$ cat config.mk
export PLATFORM = sky130hd
export DESIGN_NAME = seq_detect_param
export DESIGN_NICKNAME = d
export VERILOG_FILES = /design/src/rtl/seq_detect_param.sv
export SDC_FILE = /design/constraint.sdc
export NUM_CORES = 1
export LEC_CHECK = 0
export CAP_MARGIN = 25
export CELL_PAD_IN_SITES_DETAIL_PLACEMENT = 2
export CELL_PAD_IN_SITES_GLOBAL_PLACEMENT = 2
export CORE_MARGIN = 1.5
export CORE_UTILIZATION = 34
export CTS_BUF_LIST = sky130_fd_sc_hd__clkbuf_8
export CTS_CLUSTER_SIZE = 28
export DETAILED_ROUTE_END_ITERATION = 10
export MAX_ROUTING_LAYER = met4
export PLACE_DENSITY_LB_ADDON = 0.1
export SYNTH_ARGS = -nofsm -noshare
export SYNTH_HDL_FRONTEND = slang
export SYNTH_SLANG_ARGS = --single-unit
$ cat constraint.sdc
create_clock -name clock -period 3.2 [get_ports clock]
set_input_delay 0.48 -clock clock [delete_from_list [all_inputs] [get_ports clock]]
set_output_delay 0.48 -clock clock [all_outputs]
set_load 0.01 [all_outputs]
$ cat src/rtl/seq_detect_param.sv
// Parametrised Moore sequence detector: matches the last DEPTH accepted W-bit symbols
// against a loadable pattern. Optional STICKY_OUT_EN adds a sticky match flag (out_sticky).
module seq_detect_param #(
  parameter int W       = 2,
  parameter int DEPTH   = 4,
  parameter int CNT_W   = 8,
  parameter int OVERLAP = 1,
  parameter logic [W*DEPTH-1:0] RESET_PAT = '0
) (
  input  logic                       clock,
  input  logic                       init,
  input  logic                       in_valid,
  input  logic [W-1:0]               in,
  input  logic                       pat_load,
  input  logic [W*DEPTH-1:0]         pat_in,
  input  logic                       clear,
  output logic                       out,
`ifdef STICKY_OUT_EN
  output logic                       out_sticky,
`endif
  output logic [CNT_W-1:0]           match_count,
  output logic [$clog2(DEPTH+1)-1:0] state
);

  localparam int SW = $clog2(DEPTH + 1);
  localparam logic [SW-1:0]    DEPTH_S = SW'(DEPTH);
  localparam logic [SW-1:0]    ONE_S   = SW'(1);
  localparam logic [CNT_W-1:0] CNT_MAX = {CNT_W{1'b1}};
  localparam logic [CNT_W-1:0] CNT_ONE = CNT_W'(1);

  // History symbol k lives in bits [k*W +: W]; slot 0 is the oldest, so a full
  // history lines up directly with pattern symbol 0..DEPTH-1.
  logic [W*DEPTH-1:0] pattern_r;
  logic [W*DEPTH-1:0] hist_r;
  logic [W*DEPTH-1:0] pattern_n_s;
  logic [W*DEPTH-1:0] hist_n_s;
  logic [W*DEPTH-1:0] shifted_s;
  logic [SW-1:0]      fill_inc_s;
  logic [SW-1:0]      fill_n_s;
  logic               match_s;
  logic               out_n_s;
  logic [CNT_W-1:0]   cnt_n_s;
`ifdef STICKY_OUT_EN
  logic               sticky_n_s;
`endif

  // State register: pattern, history, fill level and registered outputs
  always_ff @(posedge clock or negedge init) begin
    if (!init) begin
      pattern_r   <= RESET_PAT;
      hist_r      <= '0;
      state       <= '0;
      out         <= 1'b0;
      match_count <= '0;
`ifdef STICKY_OUT_EN
      out_sticky  <= 1'b0;
`endif
    end else begin
      pattern_r   <= pattern_n_s;
      hist_r      <= hist_n_s;
      state       <= fill_n_s;
      out         <= out_n_s;
      match_count <= cnt_n_s;
`ifdef STICKY_OUT_EN
      out_sticky  <= sticky_n_s;
`endif
    end
  end

  // Next-state logic: load > clear > accepted symbol; a match only counts on a full history
  always_comb begin
    pattern_n_s = pattern_r;
    hist_n_s    = hist_r;
    fill_n_s    = state;
    match_s     = 1'b0;
    shifted_s   = {in, hist_r[W*DEPTH-1:W]};
    fill_inc_s  = (state == DEPTH_S) ? state : state + ONE_S;
    if (pat_load) begin
      pattern_n_s = pat_in;
      hist_n_s    = '0;
      fill_n_s    = '0;
    end else if (clear) begin
      hist_n_s = '0;
      fill_n_s = '0;
    end else if (in_valid) begin
      hist_n_s = shifted_s;
      fill_n_s = fill_inc_s;
      match_s  = (fill_inc_s == DEPTH_S) && (shifted_s == pattern_r);
      if (match_s && (OVERLAP == 0)) begin
        hist_n_s = '0;
        fill_n_s = '0;
      end else begin
        hist_n_s = shifted_s;
      end
    end else begin
      hist_n_s = hist_r;
    end
  end

  // Output logic: single-cycle match pulse and saturating counter
  always_comb begin
    out_n_s = match_s;
    cnt_n_s = match_count;
    if (pat_load) begin
      cnt_n_s = match_count;
    end else if (clear) begin
      cnt_n_s = '0;
    end else if (match_s && (match_count != CNT_MAX)) begin
      cnt_n_s = match_count + CNT_ONE;
    end else begin
      cnt_n_s = match_count;
    end
  end

`ifdef STICKY_OUT_EN
  // Sticky flag: set by any match, dropped only by load, clear or reset
  always_comb begin
    sticky_n_s = out_sticky;
    if (pat_load || clear) begin
      sticky_n_s = 1'b0;
    end else if (match_s) begin
      sticky_n_s = 1'b1;
    end else begin
      sticky_n_s = out_sticky;
    end
  end
`endif

endmodule

==> impl_results.md, run 1 <==
* Outcome: completed
* PnR worst setup slack at between 0.6 and 0.7 ns
* Setup Skew at 0.00126 ns
* Slew margin rel. at 65.4%
* Worst-path clk slew at 0.09 ns
* Pwr Density at 371 nW/um^2
* Sink Count at 26
* Reg2reg setup slack at around 0.73 ns
* First drt pass iteration count at 2
* Post-Synth Adder-Cell Area at 2.62%
* Crit path from: clear
* Post-synthesis compound-gate area fraction at 11.5%
* Design area at 1800 um^2
* Syn. warnings at 0
* CTS Buffer Depth at 2
* Final ANT Viol Nets at 0
* Peak Freq at 398 MHz
* CP Capture Point: match_count[5]$_DFFE_PN0P_
* Largest family of logic cells by synthesized area: simple AND/OR/NAND/NOR gates
* Data arrival, critical path at 2.68 ns
* Post-synthesis xor/xnor area fraction at 5.51%
* DR vias/cell at 5.47
* Via count at 1170
* Synth area leaders: dfrtp_1 45%, mux2_2 6.3%, mux2i_1 5.6%
* RR Startpoint: state[0]$_DFFE_PN0P_
* Mapped Nets at 154
* Setup WS pre-CTS at 0.417 ns
* RR Endpoint: match_count[5]$_DFFE_PN0P_
* Hold-fix buffers, CTS at 0
* Cells after Synth at between 100 and 150
* Post_cts resized at 0
* Ant diodes at 0
* Fin crit share at 78.6%
* Final HPWL DP at 2830 um
* P_leak at ~0.76 nW
* Drc violations at 0
* Top cells by count, synth: 26 x dfrtp_1, 16 x nand2_1, 10 x nor2_1
* Number of library cell types mapped by synthesis at 39
* GP Congestion at between 0.8 and 0.9
* VDD IR-drop max at 0.196 mV
* Synth area leader: dfrtp_1
* Simple logic cell fraction of the synthesized area at 19.3%
* All-Layer GR Usage at 19.5%
* Final Hold Viols at 0
* Final setup fails at 0
* CTS Root Cell: clkbuf_8
* CP Max Fanout at 7
* TritonCTS clock tree: built
* Rows at 23
* Kind of critical path: in -> reg
* FILL cells at 455
* Worst path required time at 3.37 ns
* Startpoint Class: input pin
* Die Area at 4610 um^2
* WL per Instance at between 15 and 20 um
* Initial Utilization at 35.5%
* Global-route wire length before repair at 6350 um
* Layout cell share with drive strength beyond 1 at 12.2%
* Yosys reg bits at 26
* Cts bufs inserted at 3
* DR iter-0 viols at between 50 and 60
* Nets at 184
* Worst Setup End Kind: register
* Io pins at 27
* Postcts setup bufs at 0
* Max Slew Vio Count at 0
* Setup TNS Final at 0 ns
* Core area at 4030 um^2
* R2R cell count at 7
* RSZ-0062 raised after global routing: no
* Drt total wl at 3890 um
* Cell Area, Synth at 1430 um^2
* Mux cell area share after synthesis at 11.9%
* Antenna violations before repair at 0
* Most common cell in the netlist: dfrtp_1
* Power, Total at 667 uW
* Pin count of the biggest net entering global routing at 27
* Die Wd at 67.9 um
* Placed insts at 211
* Tightest Hold Check Type: reg -> reg
* H-tree depth at 1
* GR Overflow Total at 0
* Post-synth EDFFs at 0
* P&R area growth vs syn at 25.6%
* Sequential fraction of the synthesis area at 45.5%
* Synth top area share at between 40% and 50%
* Final min period at 2.51 ns
* Worst-margin pin slew at 0.518 ns
* Area post-placement at 1760 um^2
* Max-cap violations at 0
* Die Height at 67.9 um
* Vias in the first global route at around 1200
* FFs w/ async S/R, synth at 100%
* Non-filler instance count after layout at 214
* Worst hold slack at 0.537 ns
* Worst-Skew Late Latency at 0.28 ns
* Post-Route Utilization at 44.6%
* Buffers on Ports at 26
* Most used DFF post-synth: dfrtp_1
* Syn avg cell area at roughly 11 um^2
## worst max-delay path, stage by stage
cell	delay [ns]
clkdlybuf4s50_1	0.59
nor4b_4	0.36
o221ai_1	0.15
or4_4	0.60
mux2i_1	0.14
a311o_2	0.35
## worst min path at each step
stage	cells past startpoint	startpoint	end	slack (ns)
4_1_cts	1	pattern_r[2]$_DFFE_PN0P_	pattern_r[2]$_DFFE_PN0P_	0.54
2_1_floorplan	0	init	hist_r[2]$_DFFE_PN0P_	0.18
3_5_place_dp	1	pattern_r[2]$_DFFE_PN0P_	pattern_r[2]$_DFFE_PN0P_	0.52
5_1_grt	1	pattern_r[7]$_DFFE_PN0P_	pattern_r[7]$_DFFE_PN0P_	0.55
3_3_place_gp	1	pattern_r[7]$_DFFE_PN0P_	pattern_r[7]$_DFFE_PN0P_	0.51
6_report	1	pattern_r[2]$_DFFE_PN0P_	pattern_r[2]$_DFFE_PN0P_	0.54
## where the power goes
part	internal (mW)	switching [mW]	total, mW
combinational	0.0595	0.0550	0.114
sequential	0.345	0.0155	0.360
clock	0.0847	0.107	0.192
total	0.489	0.178	0.667
## cell type report
type / count / area [um^2] / area share (%)
multi-input combinational: 98 / 727 / 40.4
sequential: 26 / 651 / 36.2
inverter: 7 / 26.3 / 1.46
timing repair buffer: 30 / 290 / 16.1
tap: 50 / 62.6 / 3.48
clock buffer: 3 / 41.3 / 2.30
## kinds of logic (layout without fill, tap and decap cells)
kind of cell	after synthesis	count (layout)
compound gates	21	21
xor+xnor	9	9
fa+ha+maj	3	3
buf+inv	12	40
flops	26	26
mux	16	16
simple gates	49	49
## placed cells by master, fill, tap and decap left out, drive strengths merged, types with 2 or more instances in the layout
master,synthesis,final
dfrtp,26,26
clkdlybuf4s50,0,26
nand2,16,16
nor2,10,10
xnor2,9,9
mux2,8,8
mux2i,8,8
inv,7,7
nand4,5,5
buf,2,4
nor3,3,3
and4,3,3
a21oi,3,3
ha,3,3
clkbuf,3,3
nand3,2,2
o221ai,2,2
and4b,2,2
a211o,2,2
o311ai,2,2
a21o,2,2
## state kept, by name, summed over array words and instances (netlist names)
name         count
match_count      8
pattern_r        8
hist_r           6
state            3
out              1
## routing by layer
| metal | GRT usage [%] | up-vias | part of all wire (%) | wire [um] |
|---|---|---|---|---|
| li1 | - | 554 | - | - |
| met1 | 25.5 | 590 | 48 | 1860 |
| met2 | 31.9 | 22 | 48 | 1880 |
| met3 | 2.96 | 4 | 3.0 | 117 |
| met4 | 5.25 | 0 | 0.85 | 33 |
| met5 | - | - | 0 | 0 |
No activity file was read; power rests on OpenSTA's default activity.
==> run 2: changes to the inputs <==
clock period = 2.6 ns   (was 3.2 ns; I/O delays follow)
==> run 2 against run 1 <==
Wire length grew 3.3%. Combinational power up 25%. Final cell count is 1.9% higher. Global-route usage up 0.79 points. Register-to-register slack worse by 0.59 ns. Flip-flop and latch count unchanged. Via count increased by 1.5%. Utilization is 1.3 points higher. Hold slack got worse by 0.055 ns. Sequential power increased by 24%. Setup slack worse by 0.55 ns. Critical endpoint unchanged.
==> impl_results.md, run 2 (synthesis gave the netlist of run 1 again) <==
* Core area at 4030 um^2
* FILL cells at 440
* Max Slew Vio Count at 0
* DR iter-0 viols at 28
* Worst-margin pin slew at 0.447 ns
* Tightest Hold Check Type: in -> async
* Die Area at 4610 um^2
* Global-route wire length before repair at 6760 um
* Worst-Skew Late Latency at 0.27 ns
* Startpoint Class: register
* Final HPWL DP at around 3000 um
* GP Congestion at 0.844
* Cts bufs inserted at 3
* VDD IR-drop max at 0.298 mV
* Io pins at 27
* Ant diodes at 0
* Kind of critical path: reg -> reg
* Layout cell share with drive strength beyond 1 at 14.3%
* Buffers on Ports at 26
* WL per Instance at 18.5 um
* RSZ-0062 raised after global routing: no
* P_leak at just under 0.8 nW
* GR Overflow Total at 0
* Sink Count at 26
* Fin crit share at a little over nine tenths
* Post-Route Utilization at between 40% and 50%
* Initial Utilization at between 30% and 40%
* Rows at 23
* Final Hold Viols at 0
* Peak Freq at 407 MHz
* Drt total wl at approximately 4000 um
* Slew margin rel. at 70.1%
* Via count at about 1200
* Nets at around 190
* Antenna violations before repair at 0
* All-Layer GR Usage at 20.3%
* Final min period at between 2 and 2.5 ns
* Leading registers by flop count: match_count: 8 flops, pattern_r: 8 flops, hist_r: 6 flops
* Pwr Density at between 500 and 600 nW/um^2
* RR Startpoint: state[0]$_DFFE_PN0P_
* First drt pass iteration count at 4
* RR Endpoint: match_count[5]$_DFFE_PN0P_
* CP Max Fanout at 5
* CP Capture Point: match_count[5]$_DFFE_PN0P_
* Setup Skew at between 0.001 and 0.0015 ns
* Vias in the first global route at 1305
* DR vias/cell at 5.45
* CTS Buffer Depth at 2
* P&R area growth vs syn at 29.3%
* CTS Root Cell: clkbuf_8
* Reg2reg setup slack at 0.14 ns
* Data arrival, critical path at between 2 and 3 ns
* Worst Setup End Kind: register
* Die Height at 67.9 um
* Hold-fix buffers, CTS at 0
* Drc violations at 0
* Die Wd at 67.9 um
* Worst-path clk slew at 0.10 ns
* Final setup fails at 0
* H-tree depth at 1
* Pin count of the biggest net entering global routing at 27
* Worst path required time at between 2 and 3 ns
* R2R cell count at 7
* Setup TNS Final at 0 ns
* Max-cap violations at 0
* Final ANT Viol Nets at 0
* TritonCTS clock tree: built
* Crit path from: state[0]$_DFFE_PN0P_
* Most frequent cells in the layout: 26 x dfrtp_1, 26 x clkdlybuf4s50_1, 16 x nand2_1, 10 x nor2_1, 9 x xnor2_1
* Outcome: completed
[run 2: changes by cell type in the layout (fill, tap and decap cells not counted), sizes merged]
cell,before,now
bufinv,0,1
buf,4,7
[run 2: area by class of cell]
type / count / area [um^2] / area share [%]
Multi-Input combinational cell: 98 / 727 / 39.3
Timing Repair Buffer: 33 / 313 / 16.9
Clock inverter: 1 / 30.0 / 1.62
Sequential cell: 26 / 651 / 35.2
Inverter: 7 / 26.3 / 1.42
Clock buffer: 3 / 41.3 / 2.23
Tap cell: 50 / 62.6 / 3.38
[run 2: critical path: stages, from the launching register on]
cell,delay (ns)
dfrtp_1,0.42
inv_1,0.09
ha_1,0.34
nor4b_4,0.25
o221ai_1,0.17
or4_4,0.59
mux2i_1,0.15
a311o_2,0.35
[run 2: through the flow]
| stage | std cells | area [um^2] | power (mW) | hold slack [ns] | worst slack (ns) |
|---|---|---|---|---|---|
| 2_1_floorplan | 136 | 1430 | 0.523 | 0.0944 | 0.260 |
| 3_3_place_gp | 213 | 1770 | 0.589 | 0.514 | 0.0820 |
| 3_5_place_dp | 213 | 1770 | 0.598 | 0.527 | 0.0104 |
| 4_1_cts | 217 | 1840 | 0.948 | 0.487 | 0.101 |
| 5_1_grt | 218 | 1850 | 0.979 | 0.502 | 0.0000353 |
| 6_report | 218 | 1850 | 0.934 | 0.482 | 0.140 |
[run 2: what timing repair did]
item,CTS,global route
resized for setup,0,1
endpoints found under the setup margin,0,1
setup buffers,0,1
[run 2: worst min-delay path by stage]
| stage | startpoint | endpoint | slack, ns | cells after the start |
|---|---|---|---|---|
| floorplan | init | hist_r[2]$_DFFE_PN0P_ | 0.09 | 0 |
| global placement | pattern_r[7]$_DFFE_PN0P_ | pattern_r[7]$_DFFE_PN0P_ | 0.51 | 1 |
| detailed placement | pattern_r[7]$_DFFE_PN0P_ | pattern_r[7]$_DFFE_PN0P_ | 0.53 | 1 |
| CTS | init | state[2]$_DFFE_PN0P_ | 0.49 | 2 |
| global route | init | state[2]$_DFFE_PN0P_ | 0.50 | 2 |
| finish | init | state[2]$_DFFE_PN0P_ | 0.48 | 2 |
[run 2: power by group]
group          switching, mW  total, mW  leakage [nW]  internal, mW
logic                 0.0672      0.143         0.420        0.0761
registers             0.0211      0.446         0.338         0.425
clock network          0.139      0.345        0.0357         0.206
[run 2: metal layers]
metal	vias up	wire [um]	GRT usage, %
met4	0	19	6.00
met1	609	1870	25.5
met5	-	0	-
met3	2	130	2.47
li1	555	-	-
met2	22	2010	34.4
